`src/rtl/serial_adder.sv`:
```
// Bit-serial adder: one full-adder built from two half-adder stages, with a
// registered carry, sums two WIDTH-bit operands LSB-first under start/busy/done.

module half_adder (
  input  logic a_i,
  input  logic b_i,
  output logic s_o,
  output logic c_o
);
  assign s_o = a_i ^ b_i;
  assign c_o = a_i & b_i;
endmodule

// Handshake: start is sampled on the rising edge and accepted only in IDLE or
// DONE; busy is high for exactly WIDTH cycles after the accepting edge; done is
// a one-cycle pulse in the cycle S/C first carry the new result.
module serial_adder #(
  parameter int WIDTH = 8
) (
  input  logic             clk,
  input  logic             rst,
  input  logic             start,
  input  logic [WIDTH-1:0] A,
  input  logic [WIDTH-1:0] B,
  output logic             busy,
  output logic             done,
  output logic [WIDTH-1:0] S,
  output logic             C,
  output logic [1:0]       dbg_state_o
);

  localparam int CW = $clog2(WIDTH + 1);
  localparam logic [CW-1:0] LAST = CW'(WIDTH - 1);

  typedef enum logic [1:0] {
    IDLE = 2'd0,
    ADD  = 2'd1,
    DONE = 2'd2
  } state_t;

  state_t           state_q;
  logic [WIDTH-1:0] a_q;
  logic [WIDTH-1:0] b_q;
  logic [WIDTH-1:0] res_q;
  logic [WIDTH-1:0] res_d;
  logic             carry_q;
  logic [CW-1:0]    cnt_q;
  logic             busy_q;
  logic             done_q;
  logic [WIDTH-1:0] s_q;
  logic             c_q;

  logic s1, c1, sbit, c2, cout;
  logic accept;

  half_adder u_ha_ab (
    .a_i (a_q[0]),
    .b_i (b_q[0]),
    .s_o (s1),
    .c_o (c1)
  );

  half_adder u_ha_cin (
    .a_i (s1),
    .b_i (carry_q),
    .s_o (sbit),
    .c_o (c2)
  );

  assign cout = c1 | c2;

  // New sum bit enters at the MSB so that after WIDTH shifts bit 0 sits at LSB.
  generate
    if (WIDTH == 1) begin : g_res_one
      assign res_d = sbit;
    end else begin : g_res_wide
      assign res_d = {sbit, res_q[WIDTH-1:1]};
    end
  endgenerate

  assign accept = start && ((state_q == IDLE) || (state_q == DONE));

  always_ff @(posedge clk) begin
    if (rst) begin
      state_q <= IDLE;
      a_q     <= '0;
      b_q     <= '0;
      res_q   <= '0;
      carry_q <= 1'b0;
      cnt_q   <= '0;
      busy_q  <= 1'b0;
      done_q  <= 1'b0;
      s_q     <= '0;
      c_q     <= 1'b0;
    end else if (accept) begin
      state_q <= ADD;
      a_q     <= A;
      b_q     <= B;
      res_q   <= '0;
      carry_q <= 1'b0;
      cnt_q   <= '0;
      busy_q  <= 1'b1;
      done_q  <= 1'b0;
    end else begin
      case (state_q)
        ADD: begin
          a_q     <= a_q >> 1;
          b_q     <= b_q >> 1;
          res_q   <= res_d;
          carry_q <= cout;
          cnt_q   <= cnt_q + CW'(1);
          if (cnt_q == LAST) begin
            state_q <= DONE;
            s_q     <= res_d;
            c_q     <= cout;
            busy_q  <= 1'b0;
            done_q  <= 1'b1;
          end
        end
        DONE: begin
          state_q <= IDLE;
          done_q  <= 1'b0;
        end
        default: begin
          state_q <= IDLE;
        end
      endcase
    end
  end

  assign busy        = busy_q;
  assign done        = done_q;
  assign S           = s_q;
  assign C           = c_q;
  assign dbg_state_o = state_q;

endmodule

```
`config.mk`:
```
export PLATFORM = sky130hd
export DESIGN_NAME = serial_adder
export DESIGN_NICKNAME = d
export VERILOG_FILES = /design/src/rtl/serial_adder.sv
export SDC_FILE = /design/constraint.sdc
export NUM_CORES = 1
export LEC_CHECK = 0
export CORE_ASPECT_RATIO = 1.25
export CORE_MARGIN = 2
export CORE_UTILIZATION = 48
export CTS_CLUSTER_DIAMETER = 120
export DETAILED_ROUTE_END_ITERATION = 12
export MAX_ROUTING_LAYER = met4
export PLACE_DENSITY = 0.82
export SYNTH_ARGS = -nofsm -noshare
export SYNTH_HDL_FRONTEND = slang
export SYNTH_SLANG_ARGS = --single-unit
```
`constraint.sdc`:
```
create_clock -name clk -period 1.9 [get_ports clk]
set_clock_uncertainty 0.1 [all_clocks]
set_input_delay 0.57 -clock clk [delete_from_list [all_inputs] [get_ports clk]]
set_output_delay 0.57 -clock clk [all_outputs]
set_load 0.02 [all_outputs]
```
## Yosys cells after proc, flatten, opt, wreduce, memory -nomap -nowiden

Cells that the tools add are included.

| word-level totals | value |
|---|---|
| register bits after elaboration | 42 |
| input bits | 19 |
| output and inout bits | 13 |
| word-level logic and storage cells | 47 |

| operators by class | value |
|---|---|
| add/subtract/negate cells | 1 |
| equal/unequal tests | 5 |
| multiplexer cells | 12 |
| bitwise operators | 7 |
| reduce and logical (&&, ||, !) cells | 11 |

Operators by type and width:

| kind | number |
|---|---|
| $mux 8 | 4 |
| $mux 1 | 7 |
| $reduce_bool 2->1 | 3 |
| $add 4x1->4 const B | 1 |
| $eq 4x3->1 const B | 1 |
| $reduce_and 2->1 | 2 |
| $ne 3x3->1 const B | 1 |
| $reduce_and 3->1 | 1 |
| $reduce_or 3->1 | 1 |
| $and 1x1->1 | 2 |
| $eq 2x1->1 const B | 1 |
| $eq 2x2->1 const B | 1 |
| $logic_not 2->1 | 1 |
| $ne 2x2->1 const B | 1 |
| $not 1->1 | 2 |
| $pmux 1 s2 | 1 |
| $reduce_or 2->1 | 1 |
| $xor 1x1->1 | 2 |
| $logic_and 1x1->1 | 1 |
| $logic_or 1x1->1 | 1 |
| $or 1x1->1 | 1 |

## Depth between registers and ports, before layout

Gate-level depths: netlist of the first run.

| depth | value |
|---|---|
| depth in word-level cells | 5 |
| gate-level depth with buffers | 5 |
| mapped depth without buffers | 4 |

## Modules after synthesis

A second synthesis of the first run with hierarchy kept.

| unflattened totals | value |
|---|---|
| cell total of the unflattened synthesis | 206 |
| area, all modules | 1,762.9 sq um |

Modules (own cells, without submodules):

| module | instances | cells each | area an instance (sq um) |
|---|---|---|---|
| serial_adder | 1 | 204 | 1,737.9 |
| half_adder | 2 | 1 | 12.5 |

## Worst setup path after synthesis of the first run

OpenSTA, ideal clock, no wires.

| timing | value |
|---|---|
| path kind | input to register |
| start | input port rst |
| end | register a_q[7] |
| setup time | 0.123 ns |
| data arrival time | 1.234 ns |
| data required time | 1.677 ns |
| path slack | 0.443 ns |
| cell stages on the path | 4 |
| cell sequence | buf_2 > buf_2 > buf_2 > nor3_1 |

RTL lines:

| element | line | source |
|---|---|---|
| start: declaration | 21 | `input logic rst,` |
| end signal: assignment | 107 | `a_q <= a_q >> 1;` |
| end: declaration | 42 | `logic [WIDTH-1:0] a_q;` |

No word-level cell between the ends.

## Worst setup path in the final report of the first run

| timing | value |
|---|---|
| start | register s_q[2], in the netlist S[2] |
| end | output port S[2] |

RTL lines:

| element | line | source |
|---|---|---|
| start: declaration | 50 | `logic [WIDTH-1:0] s_q;` |
| start signal: assignment | 114 | `s_q <= res_d;` |
| end: declaration | 27 | `output logic [WIDTH-1:0] S,` |

No word-level cell between the ends.

==> flow_summary.ini, run 1 <==
[outcome]
run_status = completed

[setup_path]
cp_num_buf_inv = 1
critical_path_class = register to output pin
critPathArrivalTime_ps = 1200
worst_r2r_path_depth = 5
r2r_slack_ps = 440
crit_family = buffers and inverters
cpMaxStageDelayCell = clkdlybuf4s50_1
cp-end-kind = output pin
critPathLaunchType = register
timing.rr.start = dbg_state_o[0]
reg2reg_to = b_q[1]
cp.required_ps = 1230
path_cells = clkdlybuf4s50_1
slowest_delay_ps = 590
path_max_fanout = 2

[power_and_ir_drop]
clockPowerShare_pct = 37.1
switchingPower_w = 0.000425
ir_worst_vdd_v = 0.000750
pwr_density_cell_nw_per_um2 = 803
p_int_w = 0.00138
pwr-share-comb_pct = 12.3
p_seq_share_pct = 50.6
p_leak_nw = 0.949
sw_frac_of_total_pct = 23.5

[worst_hold_path]
worstHoldEndpoint = res_q[1]
min_from = res_q[1]
holdPathStages = 2
hold_class = register to register

[route]
drc_errors = 0
routed_wl_um = 3420
drt_iter0_drc = 82
drt_pre_antenna_iters = 4
via_per_inst = 5.19
vias = 1454
antenna_left = 0
wl_per_cell_um = 12.2

[global_routing]
grt_max_degree = 27
grt_pass1_wl_um = 5940
antenna_found_initial = 0
grt_pass1_vias = 1363
grt_use_total_pct = 18.5
grt_overflow_total = 0

[synth]
syn_nets = 228
synthFlopType = dfxtp_1
syn-cell-area_sq_um = 1770
yosysWarnings = 0
synthCells = 207
syn_avg_cell_area_sq_um = 8.55
synth-async-reset-ratio_pct = 0
synth-seq-cells = 41
synthDistinctLibCells = 27
synth_edf_count = 0
synth-seq-area-share_pct = 46.4

[timing]
timing.setup.tns_ps = 0
tightest_slew_ps = 393
hold_viol = 0
max_clock_freq_mhz = 535
rsz0062_at_grt = no
finalCritPeriodShare_pct = 98.3
setup_viol_count_final = 0
final.min_clock_period_ps = 1870
maxSlewHeadroom_pct = 73.8
finalMaxSlewViolations = 0

[clocking]
clock_sinks = 41
clock_latency_ps = 280
root_buffer = clkbuf_8
path_clk_slew_ps = 80
htreeDepth = 2
numCtsBuffers = 5
cts_tree = yes
ctsHoldBuffers = 0
clockBufferDepth = 2

[final_layout]
nets = 262
finalNonFillerCells = 280
layout_common_cells = 45 x nand2_1, 41 x dfxtp_1, 19 x clkdlybuf4s50_1
antenna_cells = 0
final_util_pct = 64.0
syn_to_final_growth_pct = 27.1
final_cell_area_sq_um = 2250
final_common_cell = nand2_1
drive_gt1_share_pct = 11.6

[floorplan]
ios = 32
start_util_pct = 50.4
die_area_sq_um = 4190
coreArea_sq_um = 3510
die_x_um = 58.3
num_rows = 24
die_y_um = 71.9

[place]
port_buffers = 31
place_congestion = 0.731
dp_cells = 273
dpl_cell_area_sq_um = 2130
hpwl_um = 2270

[flow_run]
cap_violations = 0
[power groups by stage]
stage                     combinational (W)  clock, W  sequential [W]
after CTS                          0.000223  0.000675        0.000915
after global placement             0.000220         0        0.000934
after global routing               0.000246  0.000706        0.000919
after detailed placement           0.000223         0        0.000934
final                              0.000222  0.000671        0.000915
after floorplan                    0.000143         0        0.000935
[cells in the mapped netlist (3+ instances only)]
library cell	count	area (sq um)
buf_2	9	45.0
o21ai_0	13	65.1
nor2_1	17	63.8
dfxtp_1	41	821
buf_6	4	45.0
nor2b_1	11	68.8
nand2b_1	12	75.1
nand2_1	45	169
nand3_1	3	15.0
o21ai_1	8	40.0
a311oi_1	6	52.6
a311oi_2	7	105
a21oi_1	14	70.1
[sequential cells by signal, summed over array words and instances, names as in the netlist]
name and cells:
C 1, S 8, a_q 8, b_q 8
busy 1, carry_q 1, cnt_q 4, dbg_state_o 2
done 1, res_q 7
[routing by layer]
layer	track usage, %	vias up	routed length [um]
li1	-	759	-
met1	22.9	652	1580
met2	29.6	39	1650
met3	3.39	4	146
met4	7.75	0	40
met5	-	-	0
[cell type report]
| cell class | count | area, sq um |
|---|---|---|
| Multi-Input combinational cell | 148 | 833 |
| Fill cell | 301 | 1260 |
| Clock inverter | 2 | 35.0 |
| Inverter | 1 | 3.75 |
| Tap cell | 39 | 48.8 |
| Timing Repair Buffer | 44 | 439 |
| Sequential cell | 41 | 821 |
| Clock buffer | 5 | 68.8 |
[worst max-delay path by stage]
stage           from      to  slack (ps)  depth (start not counted)
2_1_floorplan    rst  a_q[7]         440                          4
3_3_place_gp   start  a_q[5]          30                          5
4_1_cts         done    done           3                          1
6_report        S[2]    S[2]          30                          1
3_5_place_dp   start  a_q[2]          30                          5
5_1_grt         S[2]    S[2]           8                          1
[cell families after synthesis]
logic type               after synthesis  share of synthesized area, %
adder cells (fa/ha/maj)                2                          1.84
XOR/XNOR                               2                         0.990
flip-flops                            41                          46.4
buffers and inverters                 18                          6.57
multiplexers                           1                         0.565
AND/OR/NAND/NOR                       93                          24.0
AO/OA/AOI/OAI                         50                          19.7
[stage by stage]
stage | hold WS [ps] | setup WS, ps | power [W]
after floorplan | 337 | 443 | 0.00108
after global placement | 344 | 32.1 | 0.00115
after detailed placement | 347 | 29.1 | 0.00116
after CTS | 358 | 3.22 | 0.00181
after global routing | 401 | 7.81 | 0.00187
final | 360 | 31.8 | 0.00181
[timing repair]
| action | CTS | global route |
|---|---|---|
| resized for setup | 3 | 9 |
| setup buffers | 0 | 0 |
| endpoints found under the setup margin | 3 | 9 |
(Power assumes the default switching activity.)
==> run 2: changes to the inputs <==
CORE_UTILIZATION = 55   (was 48)
PLACE_DENSITY = 0.87   (was 0.82)
TNS_END_PERCENT = 1   (was unset)
==> flow_summary.ini, run 2 (same netlist as run 1, synthesis figures left out) <==
[outcome]
run_status = completed

[final_layout]
drive_gt1_share_pct = 11.9
nets = 263
final_cell_area_sq_um = 2230
syn_to_final_growth_pct = 25.9
final_common_cell = nand2_1
antenna_cells = 0
layout_common_cells = 45 x nand2_1, 41 x dfxtp_1, 18 x clkdlybuf4s50_1

[worst_hold_path]
worstHoldEndpoint = res_q[4]
min_from = res_q[5]
hold_class = register to register
holdPathStages = 2

[clocking]
path_clk_slew_ps = 80
clock_latency_ps = 300
numCtsBuffers = 5
root_buffer = clkbuf_8
ctsHoldBuffers = 0
htreeDepth = 2
postCtsSetupBuffers = 0
clockBufferDepth = 2
cts_tree = yes
clock_sinks = 41

[route]
met1_length_um = 1550
highest_layer = met4
vias = 1500
wl_met2_um = 1760
antenna_left = 0
drt_iter0_drc = 33
wl_per_cell_um = 12.6
wl_met3_um = 152
drc_errors = 0
drt_pre_antenna_iters = 4
via_per_inst = 5.36
routed_wl_um = 3520

[power_and_ir_drop]
finalPower_w = 0.00170
p_leak_nw = 0.930
ir_worst_vdd_v = 0.000743
pwr_density_cell_nw_per_um2 = 761

[floorplan]
die_area_sq_um = 3690
die_y_um = 67.4
ios = 32
die_x_um = 54.7
num_rows = 23
coreArea_sq_um = 3140
start_util_pct = 56.4

[setup_path]
worst_r2r_path_depth = 4
critical_path_class = register to output pin
cp_num_buf_inv = 1
cp.required_ps = 1230
reg2reg_to = S[4]
path_depth = 1
slowest_delay_ps = 380
path_max_fanout = 5
critPathLaunchType = register
cp-end-kind = output pin
path_cells = dlygate4sd2_1
critPathArrivalTime_ps = 1020
cpMaxStageDelayCell = dfxtp_1
timing.rr.start = cnt_q[0]
crit_family = flip-flops
r2r_slack_ps = 480

[flow_run]
cap_violations = 0

[global_routing]
grt_pass1_wl_um = 5930
antenna_found_initial = 0
grt_max_degree = 26
grt_overflow_total = 0
grt_use_total_pct = 22.7
grt_pass1_vias = 1400

[place]
hpwl_um = 2440
dpl_cell_area_sq_um = 2130
place_congestion = 0.770
port_buffers = 31

[timing]
timing.setup.tns_ps = 0
finalMaxSlewViolations = 0
maxSlewHeadroom_pct = 72.7
rsz0062_at_grt = no
hold_viol = 0
final.min_clock_period_ps = 1690
max_clock_freq_mhz = 592
setup_viol_count_final = 0
finalCritPeriodShare_pct = 88.9
tightest_slew_ps = 410
[run 2: cell types whose count changed in the layout (fill, tap and decap cells not counted), sizes merged]
| cell | previous run | this run |
|---|---|---|
| bufinv | 1 | 0 |
| buf | 13 | 14 |
| clkinv | 1 | 2 |
| clkbuf | 5 | 6 |
| dlymetal6s2s | 9 | 8 |
| dlygate4sd2 | 3 | 5 |
| clkdlybuf4s50 | 19 | 18 |
[run 2: per-stage QoR]
step | std cells | setup WS, ps | hold slack, ps | util (%)
after floorplan | 207 | 443 | 337 | -
after global placement | 272 | 18.6 | 344 | 68.0
after detailed placement | 272 | 31.6 | 361 | 68.0
after CTS | 280 | 0.274 | 373 | 70.4
after global routing | 280 | 174 | 387 | 71.0
final | 280 | 212 | 370 | 71.0
[run 2: cell type report]
type | count | area [sq um]
inverter | 1 | 3.75
clock inverter | 2 | 10.0
clock buffer | 6 | 72.6
sequential | 41 | 821
tap | 37 | 46.3
multi-input combinational | 148 | 833
fill | 239 | 908
timing repair buffer | 45 | 442
[run 2: how the worst max path moves through the flow]
stage	start	endpoint	slack [ps]
2_1_floorplan	rst	a_q[7]	440
3_5_place_dp	start	b_q[4]	30
3_3_place_gp	start	b_q[7]	20
5_1_grt	dbg_state_o[1]	dbg_state_o[1]	170
6_report	dbg_state_o[1]	dbg_state_o[1]	210
4_1_cts	dbg_state_o[0]	dbg_state_o[0]	0.3
[run 2: worst reg2reg max path: stages (launching register included)]
cell,delay [ps]
dfxtp_1,380
ha_1,200
nand3b_1,100
or2_1,380
o21ai_1,200
[run 2: where the power goes]
| group | internal, W | leakage [nW] | total [W] | switching (W) |
|---|---|---|---|---|
| registers | 0.000895 | 0.334 | 0.000915 | 0.0000202 |
| logic | 0.000110 | 0.550 | 0.000226 | 0.000116 |
| clock network | 0.000255 | 0.0450 | 0.000555 | 0.000301 |
[run 2: timing repair]
item / CTS / global route
gates cloned: 0 / 0
setup endpoints to repair: 5 / 8
gates resized for setup: 5 / 8
[run 2: routing by layer]
metal / track usage (%) / vias up
met5: - / -
met4: 8.13 / 0
met3: 5.97 / 6
met2: 36.9 / 38
met1: 26.6 / 696
li1: - / 760
==> run 3: changes to the inputs <==
SLEW_MARGIN = 5   (was unset)
==> results of run 3 <==
Final layout, timing and power as in run 2 (identical DEF).
